File: src/rtl/sfq_pkg.sv
// Shared constants and helpers for the SFQ pulse channel.
// Defaults below are the parameter values the channel uses unless overridden.
package sfq_pkg;

  localparam int SFQ_PW     = 1;
  localparam int SFQ_TGATE  = 2;
  localparam int SFQ_TSETUP = 1;
  localparam int SFQ_THOLD  = 1;

  function automatic int sfq_cnt_w(input int pw);
    return $clog2(pw + 1);
  endfunction

  localparam int SFQ_CNT_W = sfq_cnt_w(SFQ_PW);

endpackage

File: src/rtl/sfq_delay_line.sv
// Fixed-depth 1-bit pipeline; every input cycle reappears DEPTH cycles later.
// Used for both the gate delay and the propagation-delay strobe.
module sfq_delay_line
  import sfq_pkg::*;
#(
  parameter int DEPTH = SFQ_TGATE
) (
  input  logic clk,
  input  logic rst_n,
  input  logic din,
  output logic dout
);

  logic [DEPTH-1:0] sr_q;
  logic [DEPTH-1:0] sr_d;

  always_comb begin
    sr_d    = sr_q;
    sr_d[0] = din;
    for (int i = 1; i < DEPTH; i++) begin
      sr_d[i] = sr_q[i-1];
    end
  end

  always_ff @(posedge clk or negedge rst_n) begin
    if (!rst_n) begin
      sr_q <= '0;
    end else begin
      sr_q <= sr_d;
    end
  end

  assign dout = sr_q[DEPTH-1];

endmodule

File: src/rtl/sfq_modport_channel.sv
// One SFQ pulse channel: tx pulse generator, rx edge/flag logic,
// setup/hold checker against sfq_clk, and gate / tpd delay lines.
module sfq_modport_channel
  import sfq_pkg::*;
#(
  parameter int PW     = SFQ_PW,
  parameter int TGATE  = SFQ_TGATE,
  parameter int TSETUP = SFQ_TSETUP,
  parameter int THOLD  = SFQ_THOLD
) (
  input  logic clk,
  input  logic rst_n,
  input  logic tx_send,
  output logic data,
  output logic sent,
  output logic rx_pulse,
  input  logic rx_rd,
  output logic is_received,
  input  logic sfq_clk,
  output logic setup_viol,
  output logic hold_viol,
  input  logic gate_in,
  output logic gate_out,
  input  logic tpd_start,
  output logic tpd_done
);

  localparam int CW = sfq_cnt_w(PW);
  localparam int SW = (TSETUP > 0) ? TSETUP : 1;
  localparam int HW = (THOLD > 0) ? THOLD : 1;

  logic [CW-1:0] cnt_q;
  logic [CW-1:0] cnt_d;
  logic          sent_q;
  logic          sent_d;
  logic          rx_pulse_q;
  logic          rx_pulse_d;
  logic [SW-1:0] edge_hist_q;
  logic [SW-1:0] edge_hist_d;
  logic [HW-1:0] clk_hist_q;
  logic [HW-1:0] clk_hist_d;
  logic          start;

  always_comb begin
    // A send only starts a pulse from idle; mid-pulse sends just set the flag.
    start = tx_send && (cnt_q == '0);

    cnt_d = cnt_q;
    if (start) begin
      cnt_d = CW'(PW);
    end else if (cnt_q != '0) begin
      cnt_d = cnt_q - CW'(1);
    end

    sent_d = sent_q;
    if (tx_send) begin
      sent_d = 1'b1;
    end else if (rx_rd) begin
      sent_d = 1'b0;
    end

    rx_pulse_d  = start;
    edge_hist_d = (edge_hist_q << 1) | SW'(rx_pulse_q);
    clk_hist_d  = (clk_hist_q << 1) | HW'(sfq_clk);
  end

  always_ff @(posedge clk or negedge rst_n) begin
    if (!rst_n) begin
      cnt_q       <= '0;
      sent_q      <= 1'b0;
      rx_pulse_q  <= 1'b0;
      edge_hist_q <= '0;
      clk_hist_q  <= '0;
    end else begin
      cnt_q       <= cnt_d;
      sent_q      <= sent_d;
      rx_pulse_q  <= rx_pulse_d;
      edge_hist_q <= edge_hist_d;
      clk_hist_q  <= clk_hist_d;
    end
  end

  assign data        = (cnt_q != '0);
  assign sent        = sent_q;
  assign is_received = sent_q;
  assign rx_pulse    = rx_pulse_q;

  // History holds only earlier cycles, so a same-cycle edge is hold-only.
  assign setup_viol = (TSETUP > 0) && sfq_clk && (|edge_hist_q);
  assign hold_viol  = rx_pulse_q &&
                      (sfq_clk || ((THOLD > 0) && (|clk_hist_q)));

  sfq_delay_line #(
    .DEPTH (TGATE)
  ) u_gate_dly (
    .clk  (clk),
    .rst_n(rst_n),
    .din  (gate_in),
    .dout (gate_out)
  );

  sfq_delay_line #(
    .DEPTH (TGATE)
  ) u_tpd_dly (
    .clk  (clk),
    .rst_n(rst_n),
    .din  (tpd_start),
    .dout (tpd_done)
  );

endmodule

File: config.mk
export PLATFORM = sky130hd
export DESIGN_NAME = sfq_modport_channel
export DESIGN_NICKNAME = d
export VERILOG_FILES = /design/src/rtl/sfq_pkg.sv /design/src/rtl/sfq_delay_line.sv /design/src/rtl/sfq_modport_channel.sv
export SDC_FILE = /design/constraint.sdc
export NUM_CORES = 1
export LEC_CHECK = 0
export CAP_MARGIN = 20
export CORE_AREA = 5 5 42 44
export CTS_CLUSTER_DIAMETER = 120
export CTS_CLUSTER_SIZE = 10
export DETAILED_ROUTE_END_ITERATION = 8
export DIE_AREA = 0 0 47 49
export PLACE_DENSITY = 0.53
export SLEW_MARGIN = 30
export SYNTH_ARGS = -nofsm -noshare
export SYNTH_HDL_FRONTEND = slang
export SYNTH_SLANG_ARGS = --single-unit
File: constraint.sdc
create_clock -name clk -period 0.8 [get_ports clk]
set_input_delay 0.12 -clock clk [delete_from_list [all_inputs] [get_ports clk]]
set_output_delay 0.12 -clock clk [all_outputs]
set_load 0.05 [all_outputs]
# Yosys cells after proc, flatten, opt, wreduce, memory -nomap -nowiden
# Index checks and enable logic that the tools add are counted.
classes:
  n_reduce_logical: 5
  muxes: 4
  add_sub_neg: 1
  n_bitwise: 1
op_table:
  columns: ["op", "n"]
  rows:
  - ["2-to-1 mux 1 bit", 4]
  - ["logical AND 1 bit", 3]
  - ["nonzero test 2 bit", 1]
  - ["logical OR 1 bit", 1]
  - ["inverter 1 bit", 1]
  - ["subtractor 1 bit, second input constant", 1]
word_totals:
  regBits: 9
  out_inout_bits: 8
  inputBits: 7

# Depth between registers and ports, before layout
depth:
  ltp_word: 3
  depth_mapped: 2

# Modules after synthesis
# A second synthesis with hierarchy kept.
unflattened:
  hier_cells: 15
  area_unflattened_um2: 246.5
by_module_without_submodules:
  columns: ["module", "cells_per_inst", "instances", "area_each_um2"]
  rows:
  - ["sfq_modport_channel", 11, 1, 146.4]
  - ["sfq_delay_line", 2, 2, 50.0]

# Worst setup path after synthesis
# Ideal clock, no wire load.
synth_path:
  path_type: "reg-to-output"
  start: "reg, netlist name data"
  end: "out hold_viol"
  t_required_ps: 680
  stages_incl_launch_ff: 2
  n_path_buf: 0
  arrival_ps: 1143
  slack_ps: -463
  path_cell_list: "dfrtp_1 -> o21a_1"
synth_lines:
  columns: ["item", "line", "rtl"]
  rows:
  - ["end, declared", "sfq_modport_channel.sv:21", "output logic hold_viol,"]

# Worst setup path after layout
layout_path:
  start: "reg clk_hist_q"
  end: "out hold_viol"
layout_via:
  elab_chain_len: 2
layout_rtl:
  columns: ["item", "line", "rtl"]
  rows:
  - ["start, declared", "sfq_modport_channel.sv:40", "logic [HW-1:0] clk_hist_q;"]
  - ["start signal, assigned", "sfq_modport_channel.sv:79", "clk_hist_q <= clk_hist_d;"]
  - ["logical OR 1 bit", "sfq_modport_channel.sv:91", "(sfq_clk || ((THOLD > 0) && (|clk_hist_q)));"]
  - ["logical AND 1 bit", "sfq_modport_channel.sv:90", "assign hold_viol = rx_pulse_q &&"]
# No other way between the ends.

==> flow_summary_export.csv <==
group,metric,value,unit
outcome,run_status,"complete, but fails checks",
outcome,failed_checks,"negative setup slack",
floorplanning,coreArea,1400,sq um
critical_path,cp_max_fo,1,
sta,finClkSkew,0.00294,ns
final_layout,final_area,523,sq um
cts,clock_sinks,8,
sta,finalMaxSlewViolations,0,
job,cap_violations,0,
final_layout,area_growth,112,%
critical_path,cp_cell_sequence,"o21a_4, buf_12",
sta,finalSetupTns,-1.67,ns
logic_synthesis,ys_ff_latch,8,
routing,ant_nets,0,
critical_path,slowest_delay,0.37,ns
critical_path,critPathBufInv,1,
final_layout,final_util,37.3,%
logic_synthesis,yosysTopAreaCell,"dfrtp_1",
critical_path,worstPathArrival,0.97,ns
logic_synthesis,avgSynthCellArea,16.4,sq um
power,p_leak,0.236,nW
cts,cts_made_buffers,3,
power,seqPwrFrac,44.1,%
final_layout,layout_common_cells,"8 x buf_12, 6 x dfrtp_1, 5 x clkdlybuf4s50_1",
cts,ctsHoldBuffers,0,
routing,viasPerCell,3.67,
power,ir_worst_vdd,0.974,mV
cts,cts_root_buf,"clkbuf_4",
logic_synthesis,synth_seq_area_share,81.2,%
logic_synthesis,synth.area.top_cells,"dfrtp_1 81%, buf_4 6.1%, a21o_1 3.0%, o21a_1 3.0%, and2_1 2.5%",
worst_hold_path,hp-class,"input pin to async pin",
power,netSwitchingPower,0.000277,W
critical_path,crit_family,"flip-flops",
final_layout,layout-drive-gt1-share,53.1,%
logic_synthesis,netlist.area_leader.share,81.2,%
sta,rsz0062_at_grt,"yes",
floorplanning,fp.dieW,47,um
routing,post_drt_wl_per_cell,11.2,um
routing,routed_wirelength,537,um
logic_synthesis,yosysUniqueCellTypes,7,
place,hpwl,454,um
logic_synthesis,yosysWarnings,0,
cts,clockBufferDepth,2,
cts,htreeDepth,1,
final_layout,n_fill_cell,132,
routing,dr.pass1.iters,2,
critical_path,slowest_stage,"dfrtp_1",
global_routing,grt_use_total,5.84,%
logic_synthesis,syn_inst,15,
final_layout,regArea,203,sq um
routing,drtIter0Drc,3,
global_routing,grt_pass1_wl,807,um
critical_path,crit_type,"flip-flop to output pin",
logic_synthesis,syn_nets,22,
cts,path_clk_slew,0.05,ns
sta,tightest_slew,0.331,ns
sta,fin_crit,1.09,ns
global_routing,grt_max_degree,9,
final_layout,multi_input_area,36.3,sq um
cts,clk_latency,0.25,ns
critical_path,worstReg2RegStart,"data",
global_routing,grt_pass1_vias,177,
floorplanning,start_util,17.6,%
critical_path,startpoint,"clk_hist_q",
routing,vias,176,
global_routing,antenna_found_initial,0,
sta,final-hold-violation-count,0,
place,portBuffers,14,
sta,max_freq,0.921,GHz
cts,cts_setup_buffers,0,
power,power-per-cell-area,1950,nW/um^2
logic_synthesis,synth.cell_area,246,sq um
routing,drc,0,
power,sw_frac_of_total,27.2,%
power,p_clk_share,29.7,%
critical_path,critPathRequiredTime,0.68,ns
final_layout,antenna_cells,0,
power,power_frac_comb,26.3,%
critical_path,critPathCaptureType,"output pin",
final_layout,layout.nets,41,
sta,min_period_over_period,136,%
place,placed_area,498,sq um
sta,fin_ws,-0.286,ns
power,cellInternalPower,0.000741,W
place,gp_congestion,0.708,
cts,cts_tree,"yes",
sta,maxSlewHeadroom,77.8,%
global_routing,grt-ovfl-total,0,
sta,report.final.setup_viol,8,
final_layout,layout_commonest_cell,"buf_12",
floorplanning,rows,14,
critical_path,cp-start-kind,"flip-flop",
floorplanning,die_y,49,um
floorplanning,dieArea,2300,sq um
floorplanning,io_pins,15,
registers in the layout, indices dropped and copies added, names as in the netlist:
register and flops:
clk_hist_q 1, data 1, edge_hist_q 1, is_received 1, u_gate_dly.sr_q 2, u_tpd_dly.sr_q 2
logic make-up (layout without fill, tap and decap cells):
group,count (synthesis),in the layout,share of synthesized area [%]
buffers and inverters,3,20,7.61
DFF,8,8,81.2
AOI/OAI and AO/OA,2,2,6.09
and+or+nand+nor,2,2,5.08
power by group through the flow:
stage                     registers (W)   logic, W  clock network (W)
final                          0.000449   0.000267           0.000302
after global routing           0.000450   0.000277           0.000361
after CTS                      0.000449   0.000271           0.000321
after detailed placement       0.000455   0.000270                  0
after global placement         0.000453   0.000267                  0
after floorplan                0.000491  0.0000769                  0
layout make-up:
class                           count  area share, %
Tap cell                           16           3.83
Timing Repair Buffer               16           45.5
Sequential cell                     8           38.8
Multi-Input combinational cell      4           6.94
Clock buffer                        3           4.31
Inverter                            1          0.718
worst paths after layout:
path                                      end  slack [ns]  depth (start not counted)
max                                 hold_viol       -0.29                          2
min                         u_tpd_dly.sr_q[0]        0.13                          1
max reg2reg                              data        0.07                          2
min reg2reg                u_gate_dly.sr_q[1]        0.35                          0
max in group asynchronous                data        0.40                          1
min in group clk                   clk_hist_q        0.19                          1
per-layer routing:
metal	global-route usage, %	share of wire, %
met4	4.15	0
met1	4.34	31
met2	7.92	47
met3	7.01	21
met5	0	0
cell usage after synthesis:
cell / count
dfrtp_1: 8
nor2b_1: 1
and2_1: 1
a21o_1: 1
inv_1: 1
buf_4: 2
o21a_1: 1
through the flow:
stage	worst slack, ns	hold WS, ns	std cells	power (W)
2_1_floorplan	-0.119	-0.176	15	0.000568
3_3_place_gp	-0.262	0.334	45	0.000720
3_5_place_dp	-0.313	0.336	45	0.000726
4_1_cts	-0.306	0.132	48	0.00104
5_1_grt	-0.323	0.142	48	0.00109
6_report	-0.286	0.133	48	0.00102
timing repair:
action                     4_1_cts  5_1_grt
resized for setup                2        0
cloned                           0        0
hold endpoints to repair         0        0
setup endpoints to repair        8        8
pin swaps                        0        0
(Power assumes the default switching activity.)
